`config.mk`:
```
export PLATFORM = sky130hd
export DESIGN_NAME = cnt_sample_reader
export DESIGN_NICKNAME = d
export VERILOG_FILES = /design/src/rtl/cnt_rd_pkg.sv /design/src/rtl/cnt_rd_mem.sv /design/src/rtl/cnt_sample_reader.sv
export SDC_FILE = /design/constraint.sdc
export NUM_CORES = 1
export LEC_CHECK = 0
export BUFFER_PORTS_ARGS = -buffer_cell sky130_fd_sc_hd__buf_4
export CAP_MARGIN = 20
export CORE_MARGIN = 3
export CORE_UTILIZATION = 35
export DETAILED_ROUTE_END_ITERATION = 7
export PLACE_DENSITY_LB_ADDON = 0.1
export SETUP_SLACK_MARGIN = 0.5
export SLEW_MARGIN = 20
export SYNTH_ARGS = -nofsm -noshare
export SYNTH_HDL_FRONTEND = slang
export SYNTH_SLANG_ARGS = --single-unit
```
`constraint.sdc`:
```
create_clock -name clk -period 2.4 [get_ports clk]
set_input_delay 0.48 -clock clk [delete_from_list [all_inputs] [get_ports clk]]
set_output_delay 0.48 -clock clk [all_outputs]
set_load 0.005 [all_outputs]
```
`src/rtl/cnt_rd_pkg.sv`:
```
// Shared types and defaults for the count-sample reader FIFO.
// Optional duplicate-drop feature is enabled by CNT_SAMPLE_READER_DUP_DROP_EN.
package cnt_rd_pkg;

    typedef enum logic [1:0] {
        EMPTY  = 2'd0,
        ACTIVE = 2'd1,
        FULL   = 2'd2
    } rd_state_t;

    localparam int DEF_DW    = 4;
    localparam int DEF_DEPTH = 4;

    function automatic int lvl_w(input int depth);
        return $clog2(depth + 1);
    endfunction

endpackage

```
`src/rtl/cnt_rd_mem.sv`:
```
// DEPTH x DW sample storage: one synchronous write port, one asynchronous read port.
// Storage is deliberately not reset; the top masks rd_data while empty.
module cnt_rd_mem #(
    parameter int DW    = 4,
    parameter int DEPTH = 4,
    localparam int AW   = $clog2(DEPTH)
) (
    input  logic          clk,
    input  logic          we,
    input  logic [AW-1:0] waddr,
    input  logic [DW-1:0] wdata,
    input  logic [AW-1:0] raddr,
    output logic [DW-1:0] rdata
);

    logic [DW-1:0] mem_q [DEPTH];

    always_ff @(posedge clk) begin
        if (we) begin
            mem_q[waddr] <= wdata;
        end
    end

    assign rdata = mem_q[raddr];

endmodule

```
`src/rtl/cnt_sample_reader.sv`:
```
// Buffers count samples from a wr_en producer and presents them on a show-ahead
// valid/ready port with level, full and sticky overflow. Define
// CNT_SAMPLE_READER_DUP_DROP_EN to discard back-to-back duplicate samples.
module cnt_sample_reader
    import cnt_rd_pkg::*;
#(
    parameter int DW    = DEF_DW,
    parameter int DEPTH = DEF_DEPTH,
    localparam int LW   = lvl_w(DEPTH)
) (
    input  logic          clk,
    input  logic          rst_n,
    input  logic          wr_en,
    input  logic [DW-1:0] wr_data,
    input  logic          rd_ready,
    output logic          rd_valid,
    output logic [DW-1:0] rd_data,
    output logic [LW-1:0] level,
    output logic          full,
    output logic          overflow,
`ifdef CNT_SAMPLE_READER_DUP_DROP_EN
    output logic [7:0]    dup_cnt,
`endif
    input  logic          ovf_clr
);

    localparam int AW = $clog2(DEPTH);

    rd_state_t     state_q, state_d;
    logic [AW-1:0] rptr_q, rptr_d;
    logic [AW-1:0] wptr_q, wptr_d;
    logic [LW-1:0] level_q, level_d;
    logic          ovf_q, ovf_d;
    logic          pop, push, drop, dup;
    logic [DW-1:0] mem_rdata;

    // Empty state ignores rd_ready; a full FIFO still accepts a write if it pops.
    assign pop  = (state_q != EMPTY) && rd_ready;
    assign push = wr_en && !dup && ((state_q != FULL) || pop);
    assign drop = wr_en && !dup && (state_q == FULL) && !pop;

`ifdef CNT_SAMPLE_READER_DUP_DROP_EN
    logic [DW-1:0] last_wr_q;
    logic          last_vld_q;
    logic [7:0]    dup_cnt_q;

    assign dup = wr_en && last_vld_q && (wr_data == last_wr_q);

    always_ff @(posedge clk or negedge rst_n) begin
        if (!rst_n) begin
            last_wr_q  <= '0;
            last_vld_q <= 1'b0;
            dup_cnt_q  <= '0;
        end else begin
            if (push) begin
                last_wr_q  <= wr_data;
                last_vld_q <= 1'b1;
            end
            if (dup && (dup_cnt_q != 8'hFF)) begin
                dup_cnt_q <= dup_cnt_q + 8'd1;
            end
        end
    end

    assign dup_cnt = dup_cnt_q;
`else
    assign dup = 1'b0;
`endif

    always_comb begin
        state_d = state_q;
        level_d = level_q;
        rptr_d  = rptr_q;
        wptr_d  = wptr_q;
        ovf_d   = ovf_q;

        case (state_q)
            EMPTY:   if (push) state_d = ACTIVE;
            ACTIVE: begin
                if (push && !pop && (level_q == LW'(DEPTH - 1))) begin
                    state_d = FULL;
                end else if (pop && !push && (level_q == LW'(1))) begin
                    state_d = EMPTY;
                end
            end
            FULL:    if (pop && !push) state_d = ACTIVE;
            default: state_d = EMPTY;
        endcase

        if (push && !pop) begin
            level_d = level_q + LW'(1);
        end else if (pop && !push) begin
            level_d = level_q - LW'(1);
        end

        // DEPTH is a power of two, so pointer overflow is the modulo wrap.
        if (pop)  rptr_d = rptr_q + AW'(1);
        if (push) wptr_d = wptr_q + AW'(1);

        if (drop) begin
            ovf_d = 1'b1;
        end else if (ovf_clr) begin
            ovf_d = 1'b0;
        end
    end

    always_ff @(posedge clk or negedge rst_n) begin
        if (!rst_n) begin
            state_q <= EMPTY;
            level_q <= '0;
            rptr_q  <= '0;
            wptr_q  <= '0;
            ovf_q   <= 1'b0;
        end else begin
            state_q <= state_d;
            level_q <= level_d;
            rptr_q  <= rptr_d;
            wptr_q  <= wptr_d;
            ovf_q   <= ovf_d;
        end
    end

    cnt_rd_mem #(
        .DW    (DW),
        .DEPTH (DEPTH)
    ) u_mem (
        .clk   (clk),
        .we    (push),
        .waddr (wptr_q),
        .wdata (wr_data),
        .raddr (rptr_q),
        .rdata (mem_rdata)
    );

    assign rd_valid = (state_q != EMPTY);
    assign full     = (state_q == FULL);
    assign level    = level_q;
    assign overflow = ovf_q;
    assign rd_data  = rd_valid ? mem_rdata : '0;

endmodule

```
Word-level counts from Yosys, hierarchy flattened
Memories as Yosys holds them, arrays and structs flattened.
Index checks and enable logic that the tools add are counted.
- output and inout bits: 10
- logic and storage cells: 46
- bits in registers: 10
- RAM bits: 16
- input bits: 9
- memories kept: 1
- reductions and logical operators: 16
- muxes and demuxes: 12
- add/sub/neg operators: 4
- equal/unequal tests: 8
- memory list (memory ; words ; bits a word ; rd ports ; clocked after Yosys merged registers in ; wr ports ; line ; RTL):
    u_mem.mem_q ; 4 ; 4 ; 1 ; 0 ; 1 ; cnt_rd_mem.sv:16 ; logic [DW-1:0] mem_q [DEPTH];
- operators with widths (cell ; count):
    logical AND 1 bit ; 8
    2-to-1 mux 2 bit ; 4
    2-to-1 mux 3 bit ; 2
    case mux 2 bit (3 select lines) ; 1
    nonzero test 2 bit ; 3
    adder 2 x 1 -> 2 bit, second input constant ; 2
    2-to-1 mux 1 bit ; 4
    2-to-1 mux 4 bit ; 1
    != test 2 bit, second input constant ; 2
    adder 3 x 1 -> 3 bit, second input constant ; 1
    == test 3 x 1 -> 1 bit, second input constant ; 1
    == test 3 x 2 -> 1 bit, second input constant ; 1
    != test 3 bit, second input constant ; 1
    AND reduction 3 bit ; 1
    subtractor 3 x 1 -> 3 bit, second input constant ; 1
    == test 2 x 1 -> 1 bit, second input constant ; 1
    == test 2 bit, second input constant ; 1
    zero test 1 bit ; 2
    zero test 2 bit ; 1
    != test 2 x 1 -> 1 bit, second input constant ; 1
    logical OR 1 bit ; 1

Logic depth before layout (Yosys ltp)
Gate-level depths: netlist of run 1.
- depth after elaboration: 10
- gate-level depth with buffers: 6
- mapped depth without buffers: 6

Modules after synthesis
Synthesis of run 1 repeated with hierarchy kept, for this count alone.
- cells, all modules: 95
- area total of the unflattened synthesis: 1263.7 um^2
- by module, submodules not included (module ; cells each ; area an instance (um^2) ; sequential area each (um^2) ; times used):
    cnt_sample_reader ; 71 ; 646.9 ; 250.2 ; 1
    cnt_rd_mem ; 24 ; 616.8 ; 480.5 ; 1

Worst setup path after synthesis of run 1
Ideal clock, no wire load.
- kind: register to output
- start: register rptr_q[0]
- end: output port rd_data[0]
- data arrival time: 1.087 ns
- required time: 1.920 ns
- path slack: 0.833 ns
- stages on the path, launching flop included: 4
- path buffers: 1
- cells stage by stage: dfrtp_1 -> buf_6 -> mux4_2 -> and2_1
- word-level cells in the longest chain between the ends: 2
- RTL lines (what ; line ; RTL):
    start, declared ; cnt_sample_reader.sv:30 ; logic [AW-1:0] rptr_q, rptr_d;
    start signal, assigned ; cnt_sample_reader.sv:117 ; rptr_q <= rptr_d;
    memory read (4 x 4 bit) ; n/a ;
    2-to-1 mux 4 bit ; cnt_sample_reader.sv:139 ; assign rd_data = rd_valid ? mem_rdata : '0;
    end, declared ; cnt_sample_reader.sv:17 ; output logic [DW-1:0] rd_data,
No other way between the ends.

Worst setup path after layout of run 1
Ends and elaborated chain as after synthesis.

==> summary.txt, run 1 <==
Critical path
  • Setup CP Type: flip-flop to primary output
  • Crit path DAT: 1.53 ns
  • R2R setup slack: 0.82 ns
  • CP cell instances: mux4_2 -> and2_1 -> buf_4
  • CP endpoint kind: primary output
  • CP max stage delay: 0.50 ns
  • Reg2reg end: u_mem.mem_q[0][0]
  • Startpoint types: flip-flop
  • Worst Path Required: 1.92 ns
  • R2R Path Start: state_q[0]
  • R2R depth: 3
  • Buf+Inv Stages, Crit Path: 1
  • Crit path max-delay family: multiplexers
  • Worst-path maximum fanout: 5
  • CP max-delay cell: mux4_2

Layout
  • Share of cells above drive strength 1: 33.93%
  • Non-Filler Instances: 158
  • Ant. Diodes: 0
  • Count of nets after finishing: 130
  • Fill count: 319
  • Area added between synthesis and finish: 20.12%

Synth
  • Post-synthesis mux area share: 6.997%
  • Mapped Cells: 93
  • Synth Area in Compound Gates: 11.66%
  • Synth warn: 0
  • Top cell type's share of synthesized area: 37.32%
  • Synth area leaders: edfxtp_1 (37%), dfrtp_1 (19%), ha_1 (7.8%)
  • EDFF count, synth: 16
  • Mean Syn Cell Area: 13.84 um2
  • Prevailing post-synth register cell: edfxtp_1
  • Fraction of registers with async set/reset: 38.46%
  • Largest family of logic cells by synthesized area: compound AO/OA/AOI/OAI gates
  • FF+latch count, synth: 26
  • Cell area after synthesis: 1287 um2
  • Synth area leader: edfxtp_1
  • Post-Synth XOR/XNOR Area: 2.721%
  • Syn Nets: 110
  • Area share of fa/ha/maj cells after synthesis: 7.775%
  • Yosys cell types: 33
  • Post-Synth Simple-Gate Area: 8.941%
  • Register area share after synthesis: 56.75%

STA
  • Fmax: 498.3 MHz
  • Worst-margin pin slew: 0.2782 ns
  • Hold Violations, Final: 0
  • Max-slew violations: 0
  • Final setup viols: 0
  • Slew headroom: 81.38%
  • Minimum clock period after layout: 2.007 ns
  • RSZ-0062 raised after global routing: true
  • Final period utilization: 83.62%
  • Skew final: 0.003823 ns
  • Final setup TNS: 0 ns

Clock tree
  • Clk_lat worst skew: 0.27 ns
  • CTS H-Tree Depth: 1
  • Post-CTS Hold Fix Bufs: 0
  • CTS tree: yes
  • CTS max path bufs: 2
  • CTS Buf Count: 3
  • Worst-path clk slew: 0.09 ns
  • Root Driver: clkbuf_8
  • Clk sink count: 26

Power
  • P_leak: 0.6370 nW
  • VDD IR max: 359.8 uV
  • Pwr dens: 1169 nW/um2
  • Design Power: 1.808 mW

Global route
  • Remaining Overflow, GRT: 0
  • Initial antenna violation count: 0
  • Largest net degree at the start of global routing: 16
  • First-pass GRT wire length: 3.594 mm
  • GRT Overall Usage: 10.64%
  • Vias in the first global route: 756

Drt
  • ANT nets after route: 0
  • DR pass1 iterations: 4
  • Number of remaining DRC errors: 0
  • Wire per inst: 13.76 um
  • DR vias: 768
  • Initial DRC Count: 29
  • WL final: 2.174 mm
  • Vias per cell: 4.861

Floorplanning
  • Total core area: 3442 um2
  • Die X-Extent: 66.65 um
  • IO Pins: 19
  • Core Rows: 21
  • Chip Height: 66.65 um
  • Die area: 4442 um2
  • Initial core utilization: 37.40%

Flow run
  • Maxcap violations: 0

Status
  • Status: completed

Placement
  • Final HPWL DP: 1.651 mm
  • Final Wtd Congestion: 0.8127
  • Cell count after placement: 153
  • IO Port Bufs: 18

Min path
  • HP Class: primary input to async pin
==> per-layer routing <==
metal / global-route usage (%) / vias to the layer above / wire [um]
met4: 3.807 / 0 / 11
met1: 15.65 / 378 / 1084
li1: - / 375 / -
met2: 15.47 / 13 / 978
met3: 2.024 / 2 / 100
met5: 0 / - / 0
==> cell usage in the layout, fill, tap and decap left out, drive strengths merged, types with 3 or more instances in the layout <==
cell    instances
o21ai           4
buf            19
inv             9
xnor2           4
dfrtp          10
ha              8
clkbuf          3
edfxtp         16
mux4            4
nand2           4
a21oi           3
and2            8
==> through the flow <==
stage	setup WS [ns]	hold slack [ns]	area, um2	utilization, %
2_1_floorplan	0.8328	0.1844	1287	-
3_3_place_gp	0.5562	0.3230	1448	42.06
3_5_place_dp	0.5400	0.3237	1448	42.06
4_1_cts	0.3635	0.02929	1540	44.75
5_1_grt	0.3208	0.02392	1546	44.93
6_report	0.3932	0.02117	1546	44.93
==> registers in the layout (all words and copies together), names as in the netlist <==
register,flops
state_q,2
wptr_q,2
overflow,1
rptr_q,2
level,3
u_mem.mem_q,16
==> logic make-up after synthesis <==
| family | count (synthesis) |
|---|---|
| AOI/OAI and AO/OA | 20 |
| xor gates and xnor gates | 4 |
| adders and majority gates | 8 |
| buffers and inverters | 13 |
| DFF | 26 |
| muxes | 4 |
| and+or+nand+nor | 18 |
==> final cells by class <==
| type | instances | area (um2) | area share (%) |
|---|---|---|---|
| flip-flops and latches | 26 | 732.0 | 47.33 |
| multi-input cells | 54 | 498.0 | 32.20 |
| repair buffers | 19 | 153.9 | 9.952 |
| well taps | 46 | 57.56 | 3.722 |
| clock buffers | 3 | 41.29 | 2.670 |
| inverters | 9 | 33.78 | 2.184 |
| clock inverters | 1 | 30.03 | 1.942 |
==> worst max path at each step <==
stage	start	to	slack [ns]	depth (start not counted)
CTS	rptr_q[0]	rd_data[2]	0.36	3
floorplan	rptr_q[0]	rd_data[0]	0.83	3
finish	rptr_q[0]	rd_data[0]	0.39	3
global route	rptr_q[0]	rd_data[1]	0.32	3
detailed placement	rptr_q[0]	rd_data[3]	0.54	3
global placement	rptr_q[0]	rd_data[3]	0.56	3
==> repair_timing <==
| action | 4_1_cts | 5_1_grt |
|---|---|---|
| setup endpoints to repair | 4 | 4 |
| resized for setup | 5 | 2 |
| buffers inserted | 1 | 0 |
| hold endpoints to repair | 0 | 0 |
==> cells in the mapped netlist (2+ instances only) <==
master and instances:
a21oi_1 2, and2_1 8, buf_2 2, buf_6 2, dfrtp_1 10, edfxtp_1 16
ha_1 8, inv_1 8, mux4_2 4, nand2_1 4, nor2_1 2, o21ai_0 3
xnor2_1 4
==> report_power, final <==
part	switching (mW)	internal, mW	leakage [nW]
logic	0.273	0.440	0.336
clock network	0.142	0.223	0.0357
registers	0.124	0.605	0.266
total	0.540	1.27	0.637
Note: power is estimated with default switching activity, not from simulation.
==> run 2, diff against run 1 <==
==> constraint.sdc (replaced) <==
create_clock -name clk -period 1.68 [get_ports clk]
set_input_delay 0.336 -clock clk [delete_from_list [all_inputs] [get_ports clk]]
set_output_delay 0.336 -clock clk [all_outputs]
set_load 0.005 [all_outputs]
==> run 2 against run 1 <==
Compared with the run above: the flow now finishes with violations (setup timing); via count is 14% higher; critical path depth stayed put; routed wire length is 31% higher; clock power is 45% higher; count of clock-buffer cells in the layout stayed put; power is 81% higher; die area stayed put; non-clock buffer count is 26 higher; worst setup slack worse by 0.55 ns; sequential share of layout area is 9.9 points lower; sequential power is 41% higher; combinational power is 140% higher; critical path type unchanged.
==> summary.txt, run 2 (synthesized netlist as in run 1, its figures left out) <==
Drt
  • WL final: 2.843 mm (+31%)
  • DR vias: 876 (+14%)
  • Initial DRC Count: 76 (+160%)
  • Top Metal Used: met4
  • Number of remaining DRC errors: 0 (unchanged)
  • M1 wire length: 1.353 mm (+25%)
  • Met3 wire len: 86 um (-14%)
  • Met2 wire length: 1.332 mm (+36%)
  • Wire per inst: 15.45 um (+12%)
  • DR pass1 iterations: 4 (unchanged)
  • ANT nets after route: 0 (unchanged)
  • Vias per cell: 4.761 (-2.1%)

Clock tree
  • CTS Buf Count: 3 (unchanged)
  • Root Driver: clkbuf_8
  • Worst-path clk slew: 0.10 ns (about the same)
  • CTS H-Tree Depth: 1 (unchanged)
  • CTS max path bufs: 2 (unchanged)
  • CTS tree: yes
  • Clk sink count: 26 (unchanged)
  • Clk_lat worst skew: 0.28 ns (about the same)

Power
  • VDD IR max: 569.5 uV (+58%)
  • Internal Power: 2.263 mW (+79%)
  • P_leak: 0.8149 nW (+28%)
  • Combinational power share: 52.2% (+13 points)
  • Sequential power share: 31.5% (-8.9 points)
  • Psw: 0.9997 mW (+85%)
  • Switching share of power: 30.64% (+0.78 points)
  • Clk pwr share: 16.2% (-4.0 points)
  • Pwr dens: 1664 nW/um2 (+42%)

STA
  • Final setup margin: -0.1581 ns (-0.5513 ns)
  • Worst-margin pin slew: 0.2840 ns (+0.005809 ns)
  • Final setup viols: 4 (+4)
  • Fmax: 544.0 MHz
  • Slew headroom: 80.95% (-0.43 points)
  • Hold Violations, Final: 0 (unchanged)
  • Final setup TNS: -0.6185 ns (-0.6185 ns)
  • Skew final: 0.006486 ns (+0.002664 ns)
  • Minimum clock period after layout: 1.838 ns
  • Final period utilization: 109.4%
  • Max-slew violations: 0 (unchanged)
  • RSZ-0062 raised after global routing: true

Min path
  • HP Class: primary input to flip-flop

Layout
  • Area added between synthesis and finish: 52.28%
  • Most frequent cells in the layout: buf_6 (24), buf_4 (20), edfxtp_1 (16), and2_4 (8), dfrtp_1 (7)
  • Ant. Diodes: 0 (unchanged)
  • Final Core Density: 56.96% (+12 points)
  • Fill count: 275 (-14%)
  • Count of nets after finishing: 156 (+20%)
  • Commonest non-fill, non-tap cell in the layout: buf_6
  • Share of cells above drive strength 1: 64.49% (+31 points)
  • Max FFs per register: 16 (unchanged)
  • Reg with most FFs: u_mem.mem_q

Floorplanning
  • IO Pins: 19 (unchanged)
  • Chip Height: 66.65 um (unchanged)
  • Core Rows: 21 (unchanged)
  • Die area: 4442 um2 (unchanged)
  • Die X-Extent: 66.65 um (unchanged)
  • Initial core utilization: 37.40% (unchanged)
  • Total core area: 3442 um2 (unchanged)

Global route
  • GRT Overall Usage: 14.69% (+4.0 points)
  • Vias in the first global route: 930 (+23%)
  • Largest net degree at the start of global routing: 16 (unchanged)
  • Initial antenna violation count: 0 (unchanged)
  • Remaining Overflow, GRT: 0 (unchanged)
  • First-pass GRT wire length: 4.685 mm (+30%)

Critical path
  • CP endpoint kind: primary output
  • Crit path DAT: 1.50 ns (-0.03 ns)
  • Setup CP Type: flip-flop to primary output
  • Worst Path Required: 1.34 ns (-0.58 ns)
  • Worst-path maximum fanout: 5 (unchanged)
  • Startpoint types: flip-flop

Flow run
  • Maxcap violations: 0 (unchanged)

Status
  • Failing checks: setup timing
  • Status: finished with violations

Placement
  • IO Port Bufs: 18 (unchanged)
  • Final Wtd Congestion: 0.7251 (-11%)
  • Final HPWL DP: 1.728 mm (+4.7%)
-- run 2: cell count changes in the layout (fill, tap and decap cells not counted), sizes merged --
cell / change
buf: +25
dlygate4sd3: +1
-- run 2: layout make-up --
type / instances / area (um2) / share of cell area [%]
clock inverters: 1 / 30.03 / 1.532
well taps: 46 / 57.56 / 2.936
repair buffers: 45 / 430.4 / 21.95
inverters: 9 / 33.78 / 1.723
multi-input cells: 54 / 633.1 / 32.29
clock buffers: 3 / 41.29 / 2.106
flip-flops and latches: 26 / 734.5 / 37.46
-- run 2: timing repair --
| item | in CTS | in global routing |
|---|---|---|
| setup endpoints to repair | 29 | 32 |
| hold buffers | 1 | 0 |
| resized for setup | 36 | 15 |
| buffers inserted | 17 | 6 |
| hold endpoints to repair | 10 | 0 |
| pin swaps | 14 | 5 |
-- run 2: path summary, 6_finish.rpt --
check / startpoint / end / slack, ns / cells past startpoint
setup / recovery: rptr_q[0] / rd_data[0] / -0.16 / 3
hold / removal: wr_data[3] / u_mem.mem_q[3][3] / 0.26 / 1
setup reg to reg: state_q[0] / u_mem.mem_q[0][0] / 0.21 / 5
hold reg to reg: overflow / overflow / 0.51 / 1
max in group asynchronous: rst_n / rptr_q[0] / 1.10 / 2
min in group asynchronous: rst_n / rptr_q[1] / 0.42 / 2
-- run 2: worst max-delay path, stage by stage (launching register included) --
cell	delay [ns]
dfrtp_2	0.45
mux4_2	0.51
and2_4	0.15
buf_6	0.10
-- run 2: stage by stage --
step | total power, mW | std cells | hold slack [ns] | instance area [um2] | setup slack, ns
6_report | 3.263 | 184 | 0.2551 | 1961 | -0.1581
2_1_floorplan | 1.765 | 93 | 0.04041 | 1335 | 0.2568
4_1_cts | 3.078 | 178 | 0.2517 | 1853 | -0.1907
3_5_place_dp | 2.124 | 156 | 0.1800 | 1518 | 0.01297
5_1_grt | 3.490 | 184 | 0.2431 | 1961 | -0.2287
3_3_place_gp | 2.103 | 156 | 0.1806 | 1518 | 0.02727
-- run 2: layer usage --
metal	vias up	GRT usage [%]
met5	-	0
met4	0	6.091
met3	6	3.541
met2	17	21.66
met1	430	20.52
li1	423	-
-- run 2: power groups by stage --
stage          clock network (mW)  logic (mW)  registers, mW
6_report                    0.529        1.70           1.03
5_1_grt                     0.571        1.86           1.06
4_1_cts                     0.536        1.51           1.03
3_5_place_dp                    0        1.08           1.05
3_3_place_gp                    0        1.06           1.04
2_1_floorplan                   0       0.786          0.979
==> run 3, diff against run 2 <==
==> constraint.sdc (replaced) <==
create_clock -name clk -period 1.68 [get_ports clk]
set_input_delay 0.168 -clock clk [delete_from_list [all_inputs] [get_ports clk]]
set_output_delay 0.168 -clock clk [all_outputs]
set_load 0.005 [all_outputs]
==> run 3 against run 2 <==
Compared with the run above: clock power down 4%; critical path type unchanged; power down 5.3%; sequential share of layout area up 2.3 points; hold slack worse by 0.16 ns; cell area down 5.4%; highest routed layer unchanged; register-to-register slack better by 0.15 ns; count of clock-buffer cells in the layout unchanged; the flow now finishes without violations; worst setup slack better by 0.17 ns; largest cell class unchanged; first-iteration DRC count down 36%.
==> summary.txt, run 3 (synthesized netlist as in run 1, its figures left out) <==
Drt
  • ANT nets after route: 0 (unchanged)
  • Number of remaining DRC errors: 0 (unchanged)
  • Initial DRC Count: 49 (-36%)
  • DR pass1 iterations: 4 (unchanged)
  • WL final: 2.608 mm (-8.3%)
  • Vias per cell: 4.799 (+0.80%)
  • Wire per inst: 14.99 um (-3.0%)
  • DR vias: 835 (-4.7%)

Power
  • Pwr dens: 1665 nW/um2 (about the same)
  • Design Power: 3.089 mW (-5.3%)
  • VDD IR max: 687.5 uV (+21%)
  • P_leak: 0.7426 nW (-8.9%)

Clock tree
  • Clk sink count: 26 (unchanged)
  • Clk_lat worst skew: 0.27 ns (about the same)
  • Worst-path clk slew: 0.09 ns (about the same)
  • Root Driver: clkbuf_8
  • CTS Buf Count: 3 (unchanged)
  • CTS tree: yes
  • CTS max path bufs: 2 (unchanged)
  • CTS H-Tree Depth: 1 (unchanged)

Flow run
  • Maxcap violations: 0 (unchanged)

Placement
  • Pre-CTS WS: 0.1387 ns (+0.1258 ns)
  • IO Port Bufs: 18 (unchanged)
  • Final Wtd Congestion: 0.6983 (-3.7%)
  • Final HPWL DP: 1.775 mm (+2.7%)
  • Cell count after placement: 153 (-1.9%)

STA
  • Final setup margin: 0.009434 ns (+0.1675 ns)
  • Minimum clock period after layout: 1.671 ns (-0.1675 ns)
  • Fmax: 598.6 MHz (+10%)
  • RSZ-0062 raised after global routing: true
  • Fin Hold WS: 0.09928 ns (-0.1558 ns)
  • Max-slew violations: 0 (unchanged)
  • Final setup viols: 0 (-4)
  • Hold Violations, Final: 0 (unchanged)
  • Worst-margin pin slew: 0.3002 ns (+0.01613 ns)
  • Skew final: 0.008014 ns (+0.001528 ns)
  • Slew headroom: 79.92% (-1.0 points)
  • Final period utilization: 99.44% (-10 points)

Layout
  • Share of cells above drive strength 1: 64.06% (-0.43 points)
  • Commonest non-fill, non-tap cell in the layout: buf_4
  • Max FFs per register: 16 (unchanged)
  • Ant. Diodes: 0 (unchanged)
  • Non-Filler Instances: 174 (-5.4%)
  • Area added between synthesis and finish: 44.12%
  • Most frequent cells in the layout: buf_4 (23), edfxtp_1 (16), buf_6 (11), and2_4 (7)
  • Reg with most FFs: u_mem.mem_q
  • Count of nets after finishing: 146 (-6.4%)
  • Fill count: 300 (+9.1%)

Min path
  • Hold Crit Depth: 1 (unchanged)
  • HP Class: primary input to flip-flop

Critical path
  • Crit path DAT: 1.50 ns (about the same)
  • CP endpoint kind: primary output
  • Setup CP Type: flip-flop to primary output
  • Worst Path Required: 1.51 ns (+0.17 ns)
  • CP max-delay cell: mux4_2
  • R2R depth: 4 (-1)
  • CP cell instances: mux4_2 -> and2_1 -> buf_4
  • Worst-path maximum fanout: 5 (unchanged)
  • Startpoint types: flip-flop
  • CP max stage delay: 0.51 ns (about the same)

Global route
  • Largest net degree at the start of global routing: 16 (unchanged)
  • GRT Overall Usage: 12.75% (-1.9 points)
  • First-pass GRT wire length: 4.222 mm (-9.9%)
  • Vias in the first global route: 881 (-5.3%)
  • Remaining Overflow, GRT: 0 (unchanged)
  • Initial antenna violation count: 0 (unchanged)

Floorplanning
  • Initial core utilization: 37.40% (unchanged)
  • Core Rows: 21 (unchanged)
  • IO Pins: 19 (unchanged)
  • Die area: 4442 um2 (unchanged)
  • Die X-Extent: 66.65 um (unchanged)
  • Total core area: 3442 um2 (unchanged)
  • Chip Height: 66.65 um (unchanged)

Status
  • Status: completed
run 3: changes by cell type in the layout (fill, tap and decap cells not counted), moves of 2 or more:
cell and change:
inv_4 +3, inv_2 -2, buf_6 -13, dfrtp_2 +2, dfrtp_1 -2, buf_4 +3
run 3: critical path, delay by kind of cell, from the launching register on:
kind / cells / cell delay, ns
simple gates: 1 / 0.14
mux: 1 / 0.51
buf+inv: 1 / 0.13
flops: 1 / 0.46
run 3: metal layers:
layer  track usage (%)  up-vias  part of all wire (%)
met5                 0        -                     0
met4             3.807        0                  0.73
met3             1.686        2                   2.9
met2             21.91       15                    51
met1             16.63      411                    45
li1                  -      407                     -
run 3: layout make-up:
cell class | instances | area (um2) | share of cell area (%)
flip-flops and latches | 26 | 737.0 | 39.72
clock inverters | 1 | 30.03 | 1.618
inverters | 9 | 41.29 | 2.225
multi-input cells | 54 | 641.9 | 34.59
repair buffers | 35 | 306.5 | 16.52
well taps | 46 | 57.56 | 3.102
clock buffers | 3 | 41.29 | 2.225
run 3: through the flow:
| step | utilization [%] | cell area, um2 | setup TNS (ns) |
|---|---|---|---|
| floorplan | - | 1335 | 0 |
| global placement | 43.44 | 1495 | 0 |
| detailed placement | 43.44 | 1495 | 0 |
| CTS | 50.67 | 1744 | -0.05521 |
| global route | 53.91 | 1856 | -0.2321 |
| finish | 53.91 | 1856 | 0 |
run 3: timing repair:
| item | in CTS | in global routing |
|---|---|---|
| cloned | 0 | 0 |
| setup endpoints to repair | 28 | 29 |
| setup buffers | 12 | 4 |
| hold endpoints to repair | 10 | 0 |
| pin swaps | 17 | 10 |
| hold buffers | 1 | 0 |
| resized for setup | 25 | 19 |
run 3: worst paths after layout:
| check | start | endpoint | slack [ns] |
|---|---|---|---|
| worst max-delay path | rptr_q[0] | rd_data[3] | 0.009 |
| min in group asynchronous | rst_n | level[0] | 0.27 |
| worst max register to register | state_q[1] | u_mem.mem_q[1][2] | 0.36 |
| max in group asynchronous | rst_n | rptr_q[0] | 1.25 |
| worst min register to register | overflow | overflow | 0.51 |
| worst min-delay path | wr_data[0] | u_mem.mem_q[3][0] | 0.1 |
run 3: where the power goes:
group | switching [mW] | internal (mW) | total, mW
registers | 0.185 | 0.872 | 1.06
clock network | 0.191 | 0.318 | 0.510
logic | 0.590 | 0.932 | 1.52
total | 0.966 | 2.12 | 3.09
